===== src/rtl/bcd_arb_pkg.sv =====
// Shared types and constants for the bcd_conv_arbiter block.
package bcd_arb_pkg;

  typedef enum logic [1:0] {
    IDLE,
    ISSUE,
    SETTLE,
    RESP
  } arb_state_e;

  localparam int unsigned DEF_N       = 4;
  localparam int unsigned DEF_WIDTH   = 8;
  localparam int unsigned DEF_DIGITS  = 3;
  localparam int unsigned DEF_TIMEOUT = 64;

  // Width of a requester index / round-robin pointer; at least one bit.
  function automatic int unsigned idx_w(input int unsigned n);
    return (n < 2) ? 1 : $clog2(n);
  endfunction

endpackage


===== src/rtl/bcd_rr_arb.sv =====
// Combinational round-robin pick: first asserted req at or after ptr, wrapping.
module bcd_rr_arb #(
  parameter int unsigned N  = 4,
  parameter int unsigned IW = 2
) (
  input  logic [N-1:0]  req,
  input  logic [IW-1:0] ptr,
  output logic [N-1:0]  gnt,
  output logic [IW-1:0] gnt_idx,
  output logic          any
);

  logic [IW-1:0] j;

  always_comb begin
    gnt     = '0;
    gnt_idx = '0;
    any     = 1'b0;
    j       = '0;
    for (int unsigned k = 0; k < N; k++) begin
      j = IW'((32'(ptr) + k) % N);
      if (!any && req[j]) begin
        gnt[j]  = 1'b1;
        gnt_idx = j;
        any     = 1'b1;
      end
    end
  end

endmodule


===== src/rtl/bcd_conv_arbiter.sv =====
// Shares one multi-cycle binary-to-BCD converter among N requesters, round-robin.
// Optional watchdog on the converter handshake: define BCD_ARB_TIMEOUT_EN.
module bcd_conv_arbiter
  import bcd_arb_pkg::*;
#(
  parameter int unsigned N       = DEF_N,
  parameter int unsigned WIDTH   = DEF_WIDTH,
  parameter int unsigned DIGITS  = DEF_DIGITS,
  parameter int unsigned TIMEOUT = DEF_TIMEOUT
) (
  input  logic                clk,
  input  logic                rst,
  input  logic [N-1:0]        req_valid,
  input  logic [N*WIDTH-1:0]  req_data,
  output logic [N-1:0]        req_ready,
  output logic [N-1:0]        rsp_valid,
  input  logic [N-1:0]        rsp_ready,
  output logic [DIGITS*4-1:0] rsp_bcd,
  output logic                rsp_err,
  output logic                conv_start,
  output logic [WIDTH-1:0]    conv_bin,
  input  logic                conv_busy,
  input  logic                conv_done,
  input  logic [DIGITS*4-1:0] conv_bcd
);

  localparam int unsigned IW = idx_w(N);

  arb_state_e          state_q, state_d;
  logic [IW-1:0]       ptr_q, ptr_d;
  logic [IW-1:0]       gidx_q, gidx_d;
  logic [WIDTH-1:0]    op_q, op_d;
  logic [DIGITS*4-1:0] rsp_q, rsp_d;
  logic [N-1:0]        req_ready_q, req_ready_d;
  logic [N-1:0]        rsp_valid_q, rsp_valid_d;
  logic                conv_start_q, conv_start_d;
  logic [N-1:0]        gidx_oh;

  logic [N-1:0]  arb_gnt;
  logic [IW-1:0] arb_idx;
  logic          arb_any;

  // Busy is informational only; done alone sequences the handshake.
  logic unused_busy;
  assign unused_busy = conv_busy;

`ifdef BCD_ARB_TIMEOUT_EN
  localparam int unsigned CW = $clog2(TIMEOUT + 1);
  logic [CW-1:0] cnt_q, cnt_d;
  logic          err_q, err_d;
`else
  localparam int unsigned unused_timeout = TIMEOUT;
`endif

  bcd_rr_arb #(
    .N  (N),
    .IW (IW)
  ) u_rr_arb (
    .req     (req_valid),
    .ptr     (ptr_q),
    .gnt     (arb_gnt),
    .gnt_idx (arb_idx),
    .any     (arb_any)
  );

  always_comb begin
    state_d      = state_q;
    ptr_d        = ptr_q;
    gidx_d       = gidx_q;
    op_d         = op_q;
    rsp_d        = rsp_q;
    req_ready_d  = '0;
    rsp_valid_d  = rsp_valid_q;
    conv_start_d = conv_start_q;
    gidx_oh      = '0;
    gidx_oh[gidx_q] = 1'b1;
`ifdef BCD_ARB_TIMEOUT_EN
    cnt_d = cnt_q;
    err_d = err_q;
`endif
    unique case (state_q)
      IDLE: begin
        if (arb_any) begin
          req_ready_d  = arb_gnt;
          gidx_d       = arb_idx;
          op_d         = req_data[int'(arb_idx)*WIDTH +: WIDTH];
          conv_start_d = 1'b1;
          state_d      = ISSUE;
`ifdef BCD_ARB_TIMEOUT_EN
          cnt_d = '0;
          err_d = 1'b0;
`endif
        end
      end
      ISSUE: begin
        if (conv_done) begin
          state_d = SETTLE;
        end
`ifdef BCD_ARB_TIMEOUT_EN
        else if (cnt_q == CW'(TIMEOUT)) begin
          state_d      = RESP;
          conv_start_d = 1'b0;
          rsp_d        = '0;
          err_d        = 1'b1;
          rsp_valid_d  = gidx_oh;
        end else begin
          cnt_d = cnt_q + 1'b1;
        end
`endif
      end
      SETTLE: begin
        // Start is still high this cycle, so the converter result is valid now.
        rsp_d        = conv_bcd;
        conv_start_d = 1'b0;
        rsp_valid_d  = gidx_oh;
        state_d      = RESP;
      end
      RESP: begin
        if (rsp_ready[gidx_q]) begin
          rsp_valid_d = '0;
          ptr_d       = (gidx_q == IW'(N - 1)) ? '0 : gidx_q + 1'b1;
          state_d     = IDLE;
        end
      end
      default: state_d = IDLE;
    endcase
  end

  always_ff @(posedge clk or posedge rst) begin
    if (rst) begin
      state_q      <= IDLE;
      ptr_q        <= '0;
      gidx_q       <= '0;
      op_q         <= '0;
      rsp_q        <= '0;
      req_ready_q  <= '0;
      rsp_valid_q  <= '0;
      conv_start_q <= 1'b0;
`ifdef BCD_ARB_TIMEOUT_EN
      cnt_q        <= '0;
      err_q        <= 1'b0;
`endif
    end else begin
      state_q      <= state_d;
      ptr_q        <= ptr_d;
      gidx_q       <= gidx_d;
      op_q         <= op_d;
      rsp_q        <= rsp_d;
      req_ready_q  <= req_ready_d;
      rsp_valid_q  <= rsp_valid_d;
      conv_start_q <= conv_start_d;
`ifdef BCD_ARB_TIMEOUT_EN
      cnt_q        <= cnt_d;
      err_q        <= err_d;
`endif
    end
  end

  assign req_ready  = req_ready_q;
  assign rsp_valid  = rsp_valid_q;
  assign rsp_bcd    = rsp_q;
  assign conv_start = conv_start_q;
  assign conv_bin   = op_q;
`ifdef BCD_ARB_TIMEOUT_EN
  assign rsp_err = err_q;
`else
  assign rsp_err = 1'b0;
`endif

endmodule


===== config.mk =====
export PLATFORM = sky130hd
export DESIGN_NAME = bcd_conv_arbiter
export DESIGN_NICKNAME = d
export VERILOG_FILES = /design/src/rtl/bcd_arb_pkg.sv /design/src/rtl/bcd_rr_arb.sv /design/src/rtl/bcd_conv_arbiter.sv
export SDC_FILE = /design/constraint.sdc
export NUM_CORES = 1
export LEC_CHECK = 0
export BUFFER_PORTS_ARGS = -buffer_cell sky130_fd_sc_hd__clkbuf_2
export CAP_MARGIN = 20
export CORE_MARGIN = 1
export CORE_UTILIZATION = 42
export DETAILED_ROUTE_END_ITERATION = 16
export PLACE_DENSITY_LB_ADDON = 0.1
export SLEW_MARGIN = 20
export SYNTH_ARGS = -nofsm -noshare
export SYNTH_HDL_FRONTEND = slang
export SYNTH_SLANG_ARGS = --single-unit
export TNS_END_PERCENT = 50

===== constraint.sdc =====
create_clock -name clk -period 2.5 [get_ports clk]
set_input_delay 0.5 -clock clk [delete_from_list [all_inputs] [get_ports clk]]
set_output_delay 0.5 -clock clk [all_outputs]
set_load 0.05 [all_outputs]

==> results_dict.tcl, run 1 <==
set metrics [dict create \
    run_status "complete, no violations" \
    max_cap_viol_count 0 \
    syn_warnings 0 \
    fp-row-count 25 \
    power_per_cell_area_nw_per_um2 1510 \
    drt-wirelength-per-cell_um 13.09 \
    post_synthesis_cell_type_with_the_largest_combined_area "dfrtp_1" \
    synth-main-ff-cell "dfrtp_1" \
    intPower_w 0.002095 \
    final_net_count 356 \
    fin_setup_tns_ns 0 \
    grt_first_pass_wirelength_mm 7.693 \
    cts_hold_buffers 0 \
    share_comb_of_total_power_pct 64.1 \
    final_worst_path_period_need_ns 2.299 \
    asyncSetResetFlopFracSynth_pct 100.0 \
    die-area_um2 5488 \
    clock_latency_ns 0.28 \
    first_global_vias 1769 \
    startpoint_type "register" \
    reg2reg_setup_slack_ns 0.20 \
    ioPinCount 86 \
    cts-root-to-sink-buffers 2 \
    core_area_um2 4848 \
    worst_path_max_delay_cell "ha_2" \
    path_clk_slew_ns 0.07 \
    wl_met3_um 254 \
    cts-htree-levels 2 \
    gp_routability_congestion 0.7984 \
    p_sw_w 0.002064 \
    worst_path_most_repeated_cell "o21ai_2" \
    n_fill_cell 428 \
    finalSetupViolations 0 \
    synth.top_cell.area_share_pct 40.14 \
    hpwl_mm 3.445 \
    min-delay-path-class "in2async" \
    worstPathArrival_ns 2.45 \
    wl_met1_mm 2.029 \
    cells_along_the_critical_path "inv_1 > ha_2 > mux4_2 > nor2b_4 > o21ai_2 > o21ai_2 > buf_12 > mux2i_1 > o221ai_1" \
    insertedDiodeCount 0 \
    flip_flop_and_latch_count_after_synthesis 35 \
    top_cells_by_area_synth "dfrtp_1 40%, mux2i_1 10%, ha_1 9.2%" \
    drtIter0Drc 132 \
    post_synth_instance_area_um2 2182 \
    postSynthCellCount 203 \
    grt_antenna_before_repair 0 \
    slew-limit-headroom_pct 67.25 \
    detailroute.via_count 1779 \
    initial_utilization_pct 45.01 \
    ys_seq_area_share_pct 40.14 \
    synth_cell_type_count 40 \
    yosysMostFrequentCell "dfrtp_1" \
    reg2regPathDepth 9 \
    fp.dieW_um 74.08 \
    period_share_pct 91.96 \
    required_time_reported_for_the_critical_path_endpoint_ns 2.65 \
    timing.clock.skew_ns 0.005618 \
    highest-signal-layer "met4" \
    pwr-share-clk_pct 11.9 \
    buffer_ports.inserted 83 \
    cts_inserted_buffers 5 \
    met2WireLength_mm 2.283 \
    crit_fanout 17 \
    totalWireLength_mm 4.594 \
    grt_start_max_net_pins 36 \
    layout-drive-gt1-share_pct 42.61 \
    post_layout_worst_setup_margin_ns 0.2009 \
    routed_via_density 5.068 \
    clockRootBuffer "clkbuf_8" \
    regToRegEndpoint "conv_bin[7]$_DFFE_PP0P_" \
    drt.antenna.violating_nets 0 \
    synthesis.nets 275 \
    synth_enable_flop_cells 0 \
    lkg_pwr_nw 1.387 \
    power.sequential.fraction_pct 24.0 \
    worst_path_largest_cell_delay_ns 0.43 \
    drt-pass1-iter-count 6 \
    final_hold_viol_count 0 \
    power.switching_fraction_pct 49.63 \
    grt_usage_pct 18.01 \
    grt.overflow.total 0 \
    power.ir.vdd_worst_mv 0.9062 \
    worst_slew_pin_slew_ns 0.4817 \
    setup.worst_path.class "reg2reg" \
    area_growth_syn_to_layout_pct 26.26 \
    rsz0062_at_grt "no" \
    cts_num_sinks 35 \
    final_max_slew_viols 0 \
    synthTopCellsByCount "35 x dfrtp_1, 22 x mux2i_1, 19 x nand2_1" \
    pre_cts_ws_ns 0.1078 \
    cts_tree "built" \
    fmax_mhz 435.0 \
    timing.critical_path.to_type "register" \
    die_h_um 74.08 \
    r2r_start "ptr_q[0]$_DFFE_PP0P_" \
    syn_avg_cell_area_um2 10.75 \
    drc_errors 0 \
]
-- registers in the layout, summed over array words and instances (netlist names) --
register    flops
gidx_q          2
state_q         2
ptr_q           2
rsp_bcd        12
rsp_valid       4
req_ready       4
conv_start      1
conv_bin        8
-- worst max-delay path by stage --
stage                                          to                 start  cells after the start  slack [ns]
after floorplan           conv_bin[1]$_DFFE_PP0P_  ptr_q[0]$_DFFE_PP0P_                     12        0.01
after global routing      conv_bin[3]$_DFFE_PP0P_  ptr_q[1]$_DFFE_PP0P_                      9        0.05
after CTS                 conv_bin[7]$_DFFE_PP0P_  ptr_q[0]$_DFFE_PP0P_                      9         0.1
final                     conv_bin[7]$_DFFE_PP0P_  ptr_q[0]$_DFFE_PP0P_                      9        0.20
after global placement    conv_bin[6]$_DFFE_PP0P_  ptr_q[0]$_DFFE_PP0P_                      9        0.13
after detailed placement  conv_bin[6]$_DFFE_PP0P_  ptr_q[0]$_DFFE_PP0P_                      9        0.11
-- power by group through the flow --
stage / clock (W) / combinational (W) / sequential [W]
2_1_floorplan: 0 / 0.00138 / 0.00176
3_3_place_gp: 0 / 0.00263 / 0.00100
3_5_place_dp: 0 / 0.00265 / 0.00101
4_1_cts: 0.000515 / 0.00266 / 0.00100
5_1_grt: 0.000533 / 0.00289 / 0.00104
6_report: 0.000497 / 0.00266 / 0.000998
-- cell families (layout without fill, tap and decap cells) --
family | count (synthesis) | after routing | share of synthesized area (%)
mux | 40 | 40 | 21.04
other cells | 1 | 1 | 0.1719
buf+inv | 24 | 105 | 5.964
simple gates | 52 | 52 | 11.47
compound gates | 35 | 35 | 12.04
fa+ha+maj | 16 | 16 | 9.174
flops | 35 | 35 | 40.14
-- stage by stage --
stage	instance area [um2]	power (W)	hold slack [ns]	utilization (%)	instances
after floorplan	2185	0.003142	0.5253	-	203
after global placement	2639	0.003632	0.4717	54.43	343
after detailed placement	2639	0.003659	0.4722	54.43	343
after CTS	2745	0.004177	0.2883	56.62	350
final	2755	0.004159	0.2816	56.83	351
after global routing	2755	0.004461	0.3320	56.83	351
-- placed cells by master, fill, tap and decap left out, types with 2 or more instances in the layout --
master and instances:
mux2_2 14, nor3b_1 2, mux4_2 3, clkbuf_2 83
inv_1 8, ha_1 15, nor2b_1 4, nand2b_1 3
nand2_1 19, clkbuf_8 5, a21oi_1 4, mux2i_1 22
nor2_1 16, a221oi_1 4, or2_2 2, o22ai_1 3
buf_4 6, a22oi_1 5, o21ai_0 3, o221ai_1 8
dfrtp_1 35, o21ai_2 2
-- final cells by class --
| cell class | count | area, um2 | share of cell area [%] |
|---|---|---|---|
| timing repair buffer | 90 | 480.5 | 17.44 |
| tap | 67 | 83.83 | 3.043 |
| inverter | 8 | 30.03 | 1.090 |
| clock buffer | 5 | 68.82 | 2.498 |
| multi-input combinational | 144 | 1179 | 42.78 |
| sequential | 35 | 875.8 | 31.79 |
| clock inverter | 2 | 37.54 | 1.362 |
-- worst max-delay path: cells and delay by family (launching register included) --
kind | cells | cell delay (ns)
compound gates | 3 | 0.32
fa+ha+maj | 1 | 0.43
buf+inv | 2 | 0.27
flops | 1 | 0.34
mux | 2 | 0.60
simple gates | 1 | 0.19
-- what timing repair did --
item	in CTS	in global routing
gates resized for setup	0	1
endpoints found under the setup margin	0	8
buffers inserted	0	1
-- routing by layer --
layer	up-vias	global-route usage (%)
met5	-	0
li1	883	-
met4	0	3.846
met2	58	30.81
met1	834	22.86
met3	4	4.878
No activity file was read; power rests on OpenSTA's default activity.
==> run 2: changes to the inputs <==
--- a/config.mk
+++ b/config.mk
@@ -14,5 +14,6 @@
 export SLEW_MARGIN = 20
 export SYNTH_ARGS = -nofsm -noshare
 export SYNTH_HDL_FRONTEND = slang
+export SYNTH_HIERARCHICAL = 1
 export SYNTH_SLANG_ARGS = --single-unit
 export TNS_END_PERCENT = 50
==> run 2 against run 1 <==
Against the previous run:
- the run now ends with negative setup slack left
- die area decreased by 2.3%
- register-to-register slack got worse by 0.39 ns
- clock power decreased by 21%
- hold slack improved by 0.0049 ns
- routed wire length increased by 1.9%
- sequential share of layout area decreased by 2.6 points
- synthesized cell count decreased by 18%
- sequential cell count unchanged
- first-iteration DRC count decreased by 81%
- sequential power increased by 5%
- critical path type unchanged
- critical endpoint unchanged
- largest cell class unchanged
==> results_dict.tcl, run 2 <==
set metrics [dict create \
    run_status "finished with violations" \
    violations "negative setup slack" \
    drt-wirelength-per-cell_um 13.45 \
    lkg_pwr_nw 1.476 \
    power.ir.vdd_worst_mv 0.8383 \
    cts-htree-levels 2 \
    grt_usage_pct 17.55 \
    layout-drive-gt1-share_pct 62.28 \
    final_worst_path_period_need_ns 2.686 \
    worstPathArrival_ns 2.85 \
    drc_errors 0 \
    clockRootBuffer "clkbuf_8" \
    die_h_um 73.21 \
    worst_slew_pin_slew_ns 0.8308 \
    setup.worst_path.class "reg2reg" \
    final_max_slew_viols 0 \
    dp_cells 332 \
    timing.critical_path.to_type "register" \
    max_cap_viol_count 0 \
    stdcell_count 348 \
    cp.buffers_inverters 2 \
    min-delay-path-class "in2async" \
    detailroute.via_count 1773 \
    buffer_ports.inserted 83 \
    syn_warnings 6 \
    core_area_um2 4786 \
    synthTopCellsByCount "35 x dfrtp_1, 29 x mux2_2, 13 x ha_1" \
    initial_utilization_pct 44.50 \
    pwr-share-clk_pct 7.8 \
    routed_via_density 5.095 \
    final_cell_mix "83 x clkbuf_2, 33 x dfrtp_1, 28 x mux2_2, 25 x buf_4, 12 x ha_1" \
    synth-main-ff-cell "dfrtp_1" \
    post_synthesis_cell_type_with_the_largest_combined_area "dfrtp_1" \
    cts_tree "built" \
    grt.overflow.total 0 \
    fin_total_pwr_w 0.004987 \
    synth_cell_type_count 33 \
    worst_path_largest_cell_delay_ns 0.62 \
    kind_of_cell_adding_the_most_delay_to_the_critical_path "multiplexers" \
    area_growth_syn_to_layout_pct 41.36 \
    cts_hold_buffers 0 \
    drtIter0Drc 25 \
    grt_first_pass_wirelength_mm 7.072 \
    flip_flop_and_latch_count_after_synthesis 35 \
    cts_num_sinks 35 \
    ys_seq_area_share_pct 41.13 \
    grt_start_max_net_pins 36 \
    timing.clock.skew_ns 0.003577 \
    final_hold_viol_count 0 \
    post-route-cell-area_um2 3010 \
    required_time_reported_for_the_critical_path_endpoint_ns 2.67 \
    worst_path_most_repeated_cell "mux4_2" \
    totalWireLength_mm 4.679 \
    clock_latency_ns 0.28 \
    dpl-instance-area_um2 2799 \
    power.switching_fraction_pct 46.49 \
    grt_antenna_before_repair 0 \
    gp_routability_congestion 0.7043 \
    post_layout_worst_setup_margin_ns -0.1861 \
    insertedDiodeCount 0 \
    cts-root-to-sink-buffers 2 \
    startpoint_type "register" \
    power_per_cell_area_nw_per_um2 1657 \
    period_share_pct 107.4 \
    cells_along_the_critical_path "buf_6 > mux4_2 > o31ai_4 > buf_12 > mux4_2 > mux2_2" \
    largest_register_ffs 12 \
    die-area_um2 5359 \
    fp.dieW_um 73.21 \
    path_clk_slew_ns 0.07 \
    post_synth_instance_area_um2 2130 \
    layout_commonest_cell "clkbuf_2" \
    share_comb_of_total_power_pct 71.1 \
    first_global_vias 1574 \
    finalSetupViolations 10 \
    syn_avg_cell_area_um2 12.75 \
    cts_inserted_buffers 5 \
    top_cells_by_area_synth "dfrtp_1 41%, mux2_2 15%, mux4_2 11%" \
    crit_fanout 7 \
    synthesis.nets 236 \
    asyncSetResetFlopFracSynth_pct 100.0 \
    drt.antenna.violating_nets 0 \
    hpwl_mm 3.360 \
    drt-pass1-iter-count 4 \
    slew-limit-headroom_pct 44.61 \
    ioPinCount 86 \
    power.sequential.fraction_pct 21.1 \
    final_design_utilization_pct 62.90 \
    rsz0062_at_grt "yes" \
    postSynthCellCount 167 \
    fmax_mhz 372.3 \
    worst_path_max_delay_cell "mux4_2" \
    synth_enable_flop_cells 0 \
    intPower_w 0.002668 \
    final_net_count 349 \
    fp-row-count 25 \
    p_sw_w 0.002318 \
    yosysMostFrequentCell "dfrtp_1" \
    synth.top_cell.area_share_pct 41.13 \
]
## run 2: cell count changes after synthesis, moves of 7 or more
| cell | previous run | this run |
|---|---|---|
| nand2_1 | 19 | 8 |
| nor2_1 | 16 | 5 |
| mux2_2 | 14 | 29 |
| mux4_2 | 3 | 10 |
| o221ai_1 | 8 | 1 |
| mux2i_1 | 22 | 5 |
## run 2: worst paths after layout
kind	depth (start not counted)	endpoint	slack, ns	startpoint
min in group clk	2	rsp_bcd[8]$_DFFE_PP0P_	0.44	conv_bcd[8]
worst max register to register	6	conv_bin[7]$_DFFE_PP0P_	-0.19	ptr_q[0]$_DFFE_PP0P_
worst min-delay path	3	conv_bin[1]$_DFFE_PP0P_	0.29	rst
max in group asynchronous	3	ptr_q[0]$_DFFE_PP0P_	1.88	rst
worst max-delay path	6	conv_bin[7]$_DFFE_PP0P_	-0.19	ptr_q[0]$_DFFE_PP0P_
worst min register to register	1	rsp_bcd[1]$_DFFE_PP0P_	0.51	rsp_bcd[1]$_DFFE_PP0P_
## run 2: layout make-up
cell class / count / area [um2]
inverter: 8 / 32.53
timing repair buffer: 114 / 688.2
fill: 416 / 1775
multi-input combinational: 116 / 1242
sequential: 35 / 878.3
tap: 67 / 83.83
clock buffer: 6 / 72.57
clock inverter: 2 / 12.51
## run 2: timing repair
| item | in CTS | in global routing |
|---|---|---|
| pin swaps | 1 | 3 |
| resized for setup | 4 | 11 |
| setup buffers | 3 | 4 |
| gates cloned | 0 | 1 |
| endpoints found under the setup margin | 11 | 11 |
## run 2: per-stage QoR
| stage | setup slack, ns | hold slack [ns] | TNS (ns) |
|---|---|---|---|
| 6_report | -0.1861 | 0.2865 | -1.456 |
| 5_1_grt | -0.2976 | 0.3184 | -2.570 |
| 4_1_cts | -0.2055 | 0.2890 | -1.688 |
| 3_5_place_dp | -0.4041 | 0.4947 | -3.479 |
| 3_3_place_gp | -0.3518 | 0.4890 | -2.990 |
| 2_1_floorplan | -0.2721 | 0.5191 | -2.177 |
## run 2: power by group through the flow
stage                     clock network, W  registers, W  logic (W)
after floorplan                          0       0.00179    0.00162
after global placement                   0       0.00105    0.00318
after detailed placement                 0       0.00106    0.00323
after CTS                         0.000408       0.00106    0.00334
after global routing              0.000429       0.00109    0.00380
final                             0.000391       0.00105    0.00355
## run 2: kinds of logic after synthesis
| group | Yosys count | synth area share [%] |
|---|---|---|
| AND/OR/NAND/NOR | 29 | 7.932 |
| multiplexers | 46 | 30.73 |
| other | 1 | 0.1761 |
| AO/OA/AOI/OAI | 26 | 8.344 |
| buffers and inverters | 17 | 4.054 |
| flip-flops | 35 | 41.13 |
| adder cells (fa/ha/maj) | 13 | 7.638 |
## run 2: worst reg2reg max path: stages, from the launching register on
cell,delay [ns]
dfrtp_2,0.48
buf_6,0.13
mux4_2,0.62
o31ai_4,0.40
buf_12,0.18
mux4_2,0.48
mux2_2,0.28
## run 2: layer usage
layer	wire, um	vias to the layer above	share of wire, %	global-route usage (%)
li1	-	851	-	-
met1	2053	846	44	23.48
met2	2321	68	50	27.88
met3	217	8	4.6	3.039
met4	86	0	1.8	7.843
met5	0	-	0	0
